### config.mk
export PLATFORM = sky130hd
export DESIGN_NAME = instr_fetch_unit
export DESIGN_NICKNAME = d
export VERILOG_FILES = /design/src/rtl/instr_fetch_unit.sv
export SDC_FILE = /design/constraint.sdc
export NUM_CORES = 1
export LEC_CHECK = 0
export ABC_AREA = 1
export BUFFER_PORTS_ARGS = -buffer_cell sky130_fd_sc_hd__buf_2
export CORE_ASPECT_RATIO = 0.75
export CORE_UTILIZATION = 45
export CTS_CLUSTER_SIZE = 20
export DETAILED_ROUTE_END_ITERATION = 7
export GPL_TIMING_DRIVEN = 0
export HOLD_SLACK_MARGIN = 0.12
export PLACE_DENSITY = 0.68
export SLEW_MARGIN = 30
export SYNTH_ARGS = -nofsm -noshare
export SYNTH_HDL_FRONTEND = slang
export SYNTH_SLANG_ARGS = --single-unit
### constraint.sdc
create_clock -name clock -period 4.9 [get_ports clock]
set_input_delay 0.735 -clock clock [delete_from_list [all_inputs] [get_ports clock]]
set_output_delay 0.735 -clock clock [all_outputs]
set_load 0.02 [all_outputs]
### src/rtl/instr_fetch_unit.sv
// Instruction fetch unit: owns the PC, issues req/ack memory reads and queues
// fetched words (tagged with their PC) in a small FIFO toward the IR.
// Optional build macro FETCH_PERF_EN adds saturating fetch/squash counters.
module instr_fetch_unit #(
    parameter int unsigned       ADDR_W   = 16,
    parameter int unsigned       DATA_W   = 16,
    parameter int unsigned       DEPTH    = 2,
    parameter logic [ADDR_W-1:0] RESET_PC = '0
) (
    input  logic              clock,
    input  logic              reset_n,
    input  logic              redirect_valid,
    input  logic [ADDR_W-1:0] redirect_pc,
    output logic              mem_req,
    output logic [ADDR_W-1:0] mem_addr,
    input  logic              mem_ack,
    input  logic [DATA_W-1:0] mem_rdata,
    output logic              instr_valid,
    output logic [DATA_W-1:0] instr_data,
    output logic [ADDR_W-1:0] instr_pc,
    input  logic              instr_ready,
    output logic [ADDR_W-1:0] pc_out
`ifdef FETCH_PERF_EN
    ,
    output logic [15:0]       fetch_cnt,
    output logic [15:0]       squash_cnt
`endif
);

    localparam int unsigned PTR_W = (DEPTH > 1) ? $clog2(DEPTH) : 1;
    localparam int unsigned CNT_W = $clog2(DEPTH + 1);

    typedef enum logic [1:0] {IDLE, REQ, STALL} state_t;

    state_t             state, next_state;
    logic               squash, squash_next;
    logic [ADDR_W-1:0]  pc_next;
    logic [ADDR_W-1:0]  addr_next;
    logic [CNT_W-1:0]   count, count_next;
    logic [PTR_W-1:0]   wr_ptr, rd_ptr;
    logic [DATA_W-1:0]  fifo_data [DEPTH];
    logic [ADDR_W-1:0]  fifo_pc   [DEPTH];
    logic               ack_c, push_c, pop_c, drop_c;

    // FIFO head is presented straight from storage
    assign instr_valid = (count != '0);
    assign instr_data  = fifo_data[rd_ptr];
    assign instr_pc    = fifo_pc[rd_ptr];

    // Handshake qualification: acks without a live request are ignored
    assign ack_c  = mem_ack & mem_req;
    assign push_c = ack_c & ~squash & ~redirect_valid;
    assign drop_c = ack_c & (squash | redirect_valid);
    assign pop_c  = instr_valid & instr_ready & ~redirect_valid;

    // State register
    always_ff @(posedge clock or negedge reset_n) begin
        if (!reset_n) state <= IDLE;
        else          state <= next_state;
    end

    // Next-state, occupancy, PC and request address
    always_comb begin
        next_state  = state;
        squash_next = squash;
        count_next  = count + CNT_W'(push_c) - CNT_W'(pop_c);
        pc_next     = push_c ? pc_out + ADDR_W'(1) : pc_out;
        addr_next   = mem_addr;

        if (redirect_valid) begin
            count_next = '0;
            pc_next    = redirect_pc;
        end

        // Outstanding request survives a redirect; its data is dropped on ack
        if (redirect_valid && mem_req && !mem_ack) squash_next = 1'b1;
        else if (ack_c)                            squash_next = 1'b0;

        case (state)
            IDLE:    if (count_next < CNT_W'(DEPTH)) next_state = REQ;
            REQ:     if (ack_c && count_next >= CNT_W'(DEPTH)) next_state = STALL;
            STALL:   if (count_next < CNT_W'(DEPTH)) next_state = REQ;
            default: next_state = IDLE;
        endcase

        // New address only when a fresh request starts
        if (next_state == REQ && (state != REQ || ack_c)) addr_next = pc_next;
    end

    // Request, PC and FIFO datapath
    always_ff @(posedge clock or negedge reset_n) begin
        if (!reset_n) begin
            mem_req  <= 1'b0;
            mem_addr <= '0;
            pc_out   <= RESET_PC;
            squash   <= 1'b0;
            count    <= '0;
            wr_ptr   <= '0;
            rd_ptr   <= '0;
            for (int i = 0; i < int'(DEPTH); i++) begin
                fifo_data[i] <= '0;
                fifo_pc[i]   <= '0;
            end
        end else begin
            mem_req  <= (next_state == REQ);
            mem_addr <= addr_next;
            pc_out   <= pc_next;
            squash   <= squash_next;
            count    <= count_next;
            if (redirect_valid) begin
                wr_ptr <= '0;
                rd_ptr <= '0;
            end else begin
                if (push_c) begin
                    fifo_data[wr_ptr] <= mem_rdata;
                    fifo_pc[wr_ptr]   <= pc_out;
                    wr_ptr            <= wr_ptr + PTR_W'(1);
                end
                if (pop_c) rd_ptr <= rd_ptr + PTR_W'(1);
            end
        end
    end

`ifdef FETCH_PERF_EN
    logic [16:0] fetch_sum_c;
    logic [16:0] squash_sum_c;

    assign fetch_sum_c  = {1'b0, fetch_cnt} + 17'(push_c);
    assign squash_sum_c = {1'b0, squash_cnt} + 17'(drop_c)
                        + (redirect_valid ? 17'(count) : 17'd0);

    // Saturating performance counters
    always_ff @(posedge clock or negedge reset_n) begin
        if (!reset_n) begin
            fetch_cnt  <= '0;
            squash_cnt <= '0;
        end else begin
            fetch_cnt  <= fetch_sum_c[16]  ? 16'hFFFF : fetch_sum_c[15:0];
            squash_cnt <= squash_sum_c[16] ? 16'hFFFF : squash_sum_c[15:0];
        end
    end
`endif

endmodule

==> flow_summary.ini, run 1 <==
[cts]
post-cts-setup-buffers = 0
root_buffer = clkbuf_16
path_clk_slew_ps = 60
cts_hold_buf = 0
clock_path_buffers = 2
cts_resized = 0
cts-buffers-inserted = 9
numClockSinks = 104
clock_latency_ps = 350
htree_levels = 3
cts_tree = built

[sta]
grt_setup_unrepaired = no
hold_viol = 0
relSlewSlack = 0.6431
worstMarginPinSlew_ps = 535.4
setup_viol = 0
fin_skew_ps = 6.488
final-max-slew-violation-count = 0
min_period_ps = 2617
max_clock_freq_mhz = 382.1
fin_tns_setup_ps = 0
fin_crit_sh = 0.5341

[routing]
post_drt_wl_per_cell_um = 13.85
vias = 4256
drtPass1Iterations = 4
wirelength_um = 11800
drtIter0Drc = 321
via_per_inst = 4.995
drc = 0
antenna_left = 0

[critical_path]
ff2ff_path_depth = 14
cp.required_ps = 5190
r2r_end = mem_addr[15]$_DFFE_PN0P_
cp.arrival_ps = 2910
cp-start-kind = input pin
crit_start = redirect_valid
endpoint_kind = register
worstPathMaxFanout = 10
critPathKind = in2reg
r2r_start = count[1]$_DFF_PN0_
r2r_slack_ps = 2460
crit_path_end = mem_addr[15]$_DFFE_PN0P_

[global_route]
grt_pass1_wl_um = 19360
antenna_found_initial = 0
grt_use_total = 0.2287
grt_pass1_vias = 4038
grt_max_degree = 72
overflow = 0

[placement]
dp_cells = 837
portBuffers = 102
hpwlAfterDp_um = 8593
post_dp_cell_area_mm2 = 0.005499
finalWeightedCongestion = 0.8345

[cells_and_area]
drive_above_1_share = 0.2039
nets = 752
antennaDiodeCount = 0
fin_cells = 852
area_growth_pct = 20.97
fill_cells = 979
design_area_mm2 = 0.005788

[logic_synthesis]
mappedNetlistArea_mm2 = 0.004785
synthDistinctLibCells = 31
synth_edf_count = 0
synth_ff_type = dfrtp_1
synth_compound_area_frac = 0.09467
yosys.area_share.simple = 0.2793
syn_area_per_cell_um2 = 8.001
synthCells = 598
seq_area_frac_synth = 0.5439
synth_fa_ha_area_frac = 0.007845
synth_top_family_by_area = simple AND/OR/NAND/NOR gates
synthMuxAreaShare = 0
ys_ff_latch = 104
synthXorXnorAreaFrac = 0.007322
ys_async_sr_fraction = 1.000
yosys_warnings = 0
synth_fp_nets = 638

[floorplanning]
die_area_mm2 = 0.01105
core_area_mm2 = 0.01033
initial_core_util = 0.4632
fp.dieW_um = 121.1
rows = 32
io_pins = 103
die_h_um = 91.30

[power]
total_power_uw = 3141
leakagePower_uw = 0.003142
seq_power_share = 0.427
vdd_drop_max_uv = 295.5
p_int_uw = 1950
p_switching_uw = 1191
power_density_mw_per_mm2 = 542.7
p_sw_frac = 0.3791
pwr-share-comb = 0.348
clockPowerShare = 0.225

[job]
max_cap_violations = 0

[hold_path]
hp-class = in2async

[status]
status = complete, no violations
==> power groups by stage <==
stage | registers, µW | clock network, µW | logic [µW]
2_1_floorplan | 1410 | 0 | 654
3_3_place_gp | 1340 | 0 | 1070
3_5_place_dp | 1350 | 0 | 1100
4_1_cts | 1340 | 717 | 1110
5_1_grt | 1380 | 765 | 1220
6_report | 1340 | 707 | 1090
==> cells in the mapped netlist, drive strengths merged, types with 3 or more instances <==
cell    number  area, µm²
or2          8      50.05
xor2         3      26.28
nand2      266       1013
a21oi        7      35.03
o211ai       3      27.52
nand4        3      18.77
a21boi       4      30.03
ha           3      37.54
inv         47      178.9
nand3       24      125.1
buf         12      81.33
nor2        20      85.08
o21ai       72      360.4
clkbuf      15      56.30
dfrtp      104       2603
==> layout by cell type (no fill, tap or decap), types with 4 or more instances in the layout <==
cell type and count:
nand2_1 262, buf_2 109, dfrtp_1 104, o21ai_0 50, inv_1 46, nand3_1 23
o21ai_1 22, nor2_1 18, clkbuf_1 17, clkbuf_16 9, or2_2 8, a21oi_1 7
buf_6 4
==> worst min-delay path by stage <==
stage | from | endpoint | slack (ps) | cells after the start
after floorplan | reset_n | count[0]$_DFF_PN0_ | 440 | 0
after global placement | mem_addr[8]$_DFFE_PN0P_ | mem_addr[8]$_DFFE_PN0P_ | 460 | 2
after detailed placement | mem_addr[0]$_DFFE_PN0P_ | mem_addr[0]$_DFFE_PN0P_ | 460 | 2
after CTS | reset_n | fifo_data[19]$_DFFE_PN0P_ | 280 | 1
after global routing | reset_n | fifo_data[19]$_DFFE_PN0P_ | 280 | 1
final | reset_n | fifo_data[19]$_DFFE_PN0P_ | 270 | 1
==> per-stage QoR <==
stage / utilization / setup slack, ps / hold WS [ps]
after floorplan: - / 2464 / 439.4
after global placement: 0.5291 / 1950 / 461.9
after detailed placement: 0.5323 / 1944 / 460.7
after CTS: 0.5603 / 2310 / 281.0
after global routing: 0.5603 / 2088 / 284.5
final: 0.5603 / 2283 / 270.6
==> metal layers <==
| layer | vias to the layer above | global-route usage | part of all wire |
|---|---|---|---|
| met5 | - | 0 | 0 |
| met4 | 0 | 0.04321 | 0.0086 |
| met3 | 10 | 0.05967 | 0.058 |
| met2 | 104 | 0.3552 | 0.46 |
| met1 | 2042 | 0.3240 | 0.47 |
| li1 | 2100 | - | - |
==> sequential cells by signal (all words and copies together), names as in the netlist <==
| register | count |
|---|---|
| count | 2 |
| fifo_data | 32 |
| fifo_pc | 32 |
| mem_addr | 16 |
| mem_req | 1 |
| pc_out | 16 |
| rd_ptr | 1 |
| squash | 1 |
| state | 2 |
| wr_ptr | 1 |
==> worst max-delay path, cell delays in order <==
cell and delay, ps:
buf_2 190, clkbuf_1 420, nor2_1 110, ha_1 300
inv_1 50, ha_1 120, inv_1 40, or2_2 290
nand3_2 120, nand2_4 110, inv_4 120, buf_6 140
nand3_1 70, nand2_1 60
==> cell type report <==
| class | count | area (µm²) | area share |
|---|---|---|---|
| clock buffer | 12 | 246.5 | 0.04259 |
| timing repair buffer | 103 | 544.3 | 0.09403 |
| buffer | 27 | 137.6 | 0.02378 |
| multi-input combinational | 419 | 1862 | 0.3217 |
| inverter | 48 | 182.7 | 0.03156 |
| tap | 136 | 170.2 | 0.02940 |
| clock inverter | 3 | 42.54 | 0.007350 |
| sequential | 104 | 2603 | 0.4496 |
==> cell families after synthesis <==
family	Yosys count
compound gates	86
xor+xnor	4
fa+ha+maj	3
buf+inv	75
flops	104
simple gates	326
No activity file was read; power rests on OpenSTA's default activity.
==> run 2: changes to the inputs <==
- clock period: 4.9 -> 2.5 ns (I/O delays scaled with it)
==> run 2 against run 1 <==
Effect of this change:
- global-route usage unchanged
- final cell count rose by 0.47%
- combinational power is 100% higher
- largest power group unchanged
==> flow_summary.ini, run 2 (synthesis results as in run 1) <==
[cells_and_area]
largestRegisters = fifo_data: 32 flops, fifo_pc: 32 flops
nets = 756
drive_above_1_share = 0.2083
layout_commonest_cell = nand2_1
final_cell_mix = nand2_1 (261), buf_2 (108), dfrtp_1 (104)
design_area_mm2 = 0.005844
final_core_util = 0.5658
area_growth_pct = 22.15
antennaDiodeCount = 0

[cts]
cts-buffers-inserted = 9
numClockSinks = 104
htree_levels = 3
clock_path_buffers = 2
cts_tree = built
root_buffer = clkbuf_16
clock_latency_ps = 350
path_clk_slew_ps = 70

[sta]
worstMarginPinSlew_ps = 519.6
max_clock_freq_mhz = 425.4
fin_crit_sh = 0.9403
setup_viol = 0
fin_skew_ps = 7.399
fin_tns_setup_ps = 0
hold_viol = 0
relSlewSlack = 0.6536
setup_slack_ps = 149.3
min_period_ps = 2351
final-max-slew-violation-count = 0

[routing]
via_per_inst = 4.980
vias = 4263
drtIter0Drc = 311
drtPass1Iterations = 5
antenna_left = 0
drc = 0
post_drt_wl_per_cell_um = 13.82
wirelength_um = 11830

[floorplanning]
die_area_mm2 = 0.01105
core_area_mm2 = 0.01033
initial_core_util = 0.4632
io_pins = 103
rows = 32
fp.dieW_um = 121.1
die_h_um = 91.30

[power]
p_sw_frac = 0.3777
p_int_uw = 3861
power_density_mw_per_mm2 = 1062
seq_power_share = 0.424
clockPowerShare = 0.223
vdd_drop_max_uv = 577.2
leakagePower_uw = 0.003168
p_switching_uw = 2344
pwr-share-comb = 0.353
total_power_uw = 6204

[global_route]
grt_use_total = 0.2287
grt_pass1_wl_um = 19360
antenna_found_initial = 0
overflow = 0
grt_max_degree = 72
grt_pass1_vias = 4038

[placement]
finalWeightedCongestion = 0.8345
hpwlAfterDp_um = 8593
pre_cts_ws_ps = -96.19
post_dp_cell_area_mm2 = 0.005499
portBuffers = 102

[critical_path]
cp-start-kind = register
cp.arrival_ps = 2640
worstPathMaxFanout = 10
cp.required_ps = 2790
endpoint_kind = register
critPathKind = reg2reg

[hold_path]
hp-class = in2reg

[status]
status = complete, no violations

[job]
max_cap_violations = 0
## run 2: cell count changes in the layout (fill, tap and decap cells not counted), sizes merged
cell | previous run | this run
buf | 115 | 118
dlygate4sd3 | 0 | 1
## run 2: worst paths after layout
check	from	endpoint	slack [ps]	cells past startpoint
max in group asynchronous	reset_n	fifo_pc[0]$_DFFE_PN0P_	1350	3
worst max register to register	count[1]$_DFF_PN0_	mem_addr[15]$_DFFE_PN0P_	150	14
worst min-delay path	redirect_pc[13]	pc_out[13]$_DFF_PN0_	250	3
worst max-delay path	count[1]$_DFF_PN0_	mem_addr[15]$_DFFE_PN0P_	150	14
worst min register to register	mem_addr[7]$_DFFE_PN0P_	mem_addr[7]$_DFFE_PN0P_	480	2
min in group asynchronous	reset_n	fifo_data[19]$_DFFE_PN0P_	490	2
## run 2: area by class of cell
| type | count | area (µm²) |
|---|---|---|
| fill | 968 | 4486 |
| sequential | 104 | 2603 |
| multi-input combinational | 419 | 1864 |
| timing repair buffer | 107 | 589.3 |
| clock buffer | 12 | 246.5 |
| inverter | 48 | 185.2 |
| tap | 136 | 170.2 |
| buffer | 27 | 143.9 |
| clock inverter | 3 | 42.54 |
## run 2: per-layer routing
metal / part of all wire / global-route usage
met1: 0.47 / 0.3244
met2: 0.46 / 0.3552
met3: 0.066 / 0.05905
met4: 0.0085 / 0.04321
met5: 0 / 0
## run 2: repair_timing
action	CTS	global route
setup endpoints to repair	0	16
buffers inserted	0	3
hold endpoints to repair	33	0
hold buffers	1	0
gates resized for setup	0	5
## run 2: power groups by stage
stage	combinational, µW	sequential (µW)	clock (µW)
floorplan	1280	2760	0
global placement	2100	2630	0
detailed placement	2160	2650	0
CTS	2170	2630	1410
global route	2450	2710	1500
finish	2190	2630	1390
## run 2: worst max-delay path, cell delays in order, from the launching register on
cell and delay (ps):
dfrtp_1 390, or2_2 320, nand2_2 120, nor2_1 60, ha_1 310, inv_1 50
ha_1 120, inv_1 40, or2_2 290, nand3_2 120, nand2_4 110, inv_6 90
buf_6 130, nand3_1 70, nand2_1 60
## run 2: stage by stage
step	std cells	hold slack (ps)
3_5_place_dp	837	286.2
3_3_place_gp	836	461.9
4_1_cts	853	252.7
2_1_floorplan	598	79.41
6_report	856	249.2
5_1_grt	856	262.0
==> run 3: changes to the inputs <==
- BUFFER_PORTS_ARGS: -buffer_cell sky130_fd_sc_hd__buf_2 -> -buffer_cell sky130_fd_sc_hd__buf_4
- CORE_ASPECT_RATIO: 0.75 -> 2
- CTS_BUF_LIST: not set -> sky130_fd_sc_hd__clkbuf_16
==> run 3 against run 2 <==
Effect of this change:
- non-clock buffer count is 4 lower
- critical endpoint is now mem_addr[7]$_DFFE_PN0P_
- critical path depth fell by 1
- combinational power rose by 10%
- count of clock-buffer cells in the layout fell by 3
==> flow_summary.ini, run 3 (synthesis results as in run 1) <==
[global_route]
overflow = 0
met1_usage = 0.2544
grt_use_total = 0.2300
met2_usage = 0.4018
antenna_found_initial = 0
grt_pass1_wl_um = 19130
grt_util_met3 = 0.04772
grt-busiest-layer = met2
grt_max_degree = 105
grt_pass1_vias = 4112

[power]
power_density_mw_per_mm2 = 1062
leakagePower_uw = 0.003224
vdd_drop_max_uv = 578.8

[cells_and_area]
antennaDiodeCount = 0
fin_cells = 852
final_core_util = 0.5928
nets = 752
largestRegisters = fifo_data: 32 flops, fifo_pc: 32 flops
fill_cells = 981
area_growth_pct = 26.57
layout_commonest_cell = nand2_1
drive_above_1_share = 0.2064
final_cell_mix = nand2_1 (261), dfrtp_1 (104), buf_4 (103)
design_area_mm2 = 0.006056

[sta]
grt_setup_unrepaired = no
fin_skew_ps = 5.461
hold_viol = 0
worstMarginPinSlew_ps = 803.4
setup_slack_ps = 130.3
setup_viol = 0
relSlewSlack = 0.4644
min_period_ps = 2370
final-max-slew-violation-count = 0
hold-worst-slack_ps = 115.7
fin_crit_sh = 0.9479
max_clock_freq_mhz = 422.0

[routing]
wirelength_um = 11880
via_per_inst = 4.979
vias = 4242
drtIter0Drc = 224
antenna_left = 0
post_drt_wl_per_cell_um = 13.94
drc = 0
drtPass1Iterations = 4

[critical_path]
r2r_slack_ps = 130
worstPathMaxFanout = 10
critPathKind = reg2reg
cp-start-kind = register
cp.arrival_ps = 2600
crit_chain = or2_2, nand2_4, nor2_1, ha_1, inv_1, ha_1, inv_1, or2_2, nand3_4, nand2_4, buf_4, nand2_1, nand2_1
crit_start = count[1]$_DFF_PN0_
cp.required_ps = 2730
endpoint_kind = register
r2r_start = count[1]$_DFF_PN0_
critPathMaxStageDelay_ps = 400
crit_slowest_cell = dfrtp_1

[placement]
post_dp_cell_area_mm2 = 0.005723
finalWeightedCongestion = 0.8240
portBuffers = 102
pre_cts_ws_ps = -67.22
dp_cells = 835
hpwlAfterDp_um = 8725

[cts]
cts_hold_buf = 0
clock_latency_ps = 340
htree_levels = 3
path_clk_slew_ps = 70
cts_tree = built
clock_path_buffers = 2
numClockSinks = 104
cts-buffers-inserted = 9
root_buffer = clkbuf_16

[job]
max_cap_violations = 0

[floorplanning]
die_h_um = 147.8
core_area_mm2 = 0.01021
io_pins = 103
rows = 52
initial_core_util = 0.4684
die_area_mm2 = 0.01107
fp.dieW_um = 74.91

[hold_path]
hp-class = in2async

[status]
status = complete, no violations
## run 3: changes by cell type in the layout (fill, tap and decap cells not counted), moves of 2 or more
cell / delta
buf_4: +100
clkbuf_1: -2
clkinvlp_4: +2
buf_6: -2
buf_2: -101
inv_1: +2
## run 3: report_power, final
| part | internal, µW | switching (µW) |
|---|---|---|
| clock network | 767 | 603 |
| registers | 2290 | 357 |
| logic | 989 | 1420 |
## run 3: per-stage QoR
step / total power (µW) / TNS [ps]
floorplan: 4042 / 0
global placement: 4977 / -334.8
detailed placement: 5058 / -701.0
CTS: 6434 / 0
global route: 6839 / 0
finish: 6429 / 0
## run 3: worst max-delay path, delay by kind of cell, from the launching register on
kind,cells,cell delay (ps)
fa+ha+maj,2,440
buf+inv,3,310
flops,1,400
simple gates,8,1120
## run 3: layout make-up
cell class	count	area (µm²)	share of cell area
clock buffers	9	225.2	0.03719
clock inverters	7	65.06	0.01074
flip-flops and latches	104	2603	0.4298
plain buffers	27	140.1	0.02314
multi-input cells	419	1877	0.3099
repair buffers	103	792.0	0.1308
inverters	48	185.2	0.03058
well taps	135	168.9	0.02789
## run 3: what timing repair did
| action | in CTS | in global routing |
|---|---|---|
| setup buffers | 0 | 1 |
| endpoints found under the setup margin | 0 | 16 |
| gates resized for setup | 0 | 6 |
## run 3: layer usage
layer | wire length (µm) | vias up
met5 | 0 | -
met4 | 431 | 0
met3 | 572 | 28
met2 | 6374 | 131
met1 | 4497 | 1987
li1 | - | 2096
## run 3: worst paths after layout
path,depth (start not counted),end
worst min-delay path,1,state[0]$_DFF_PN0_
worst max register to register,13,mem_addr[7]$_DFFE_PN0P_
worst max-delay path,13,mem_addr[7]$_DFFE_PN0P_
min in group clock,3,pc_out[14]$_DFF_PN0_
worst min register to register,2,fifo_pc[9]$_DFFE_PN0P_
max in group asynchronous,1,fifo_data[18]$_DFFE_PN0P_
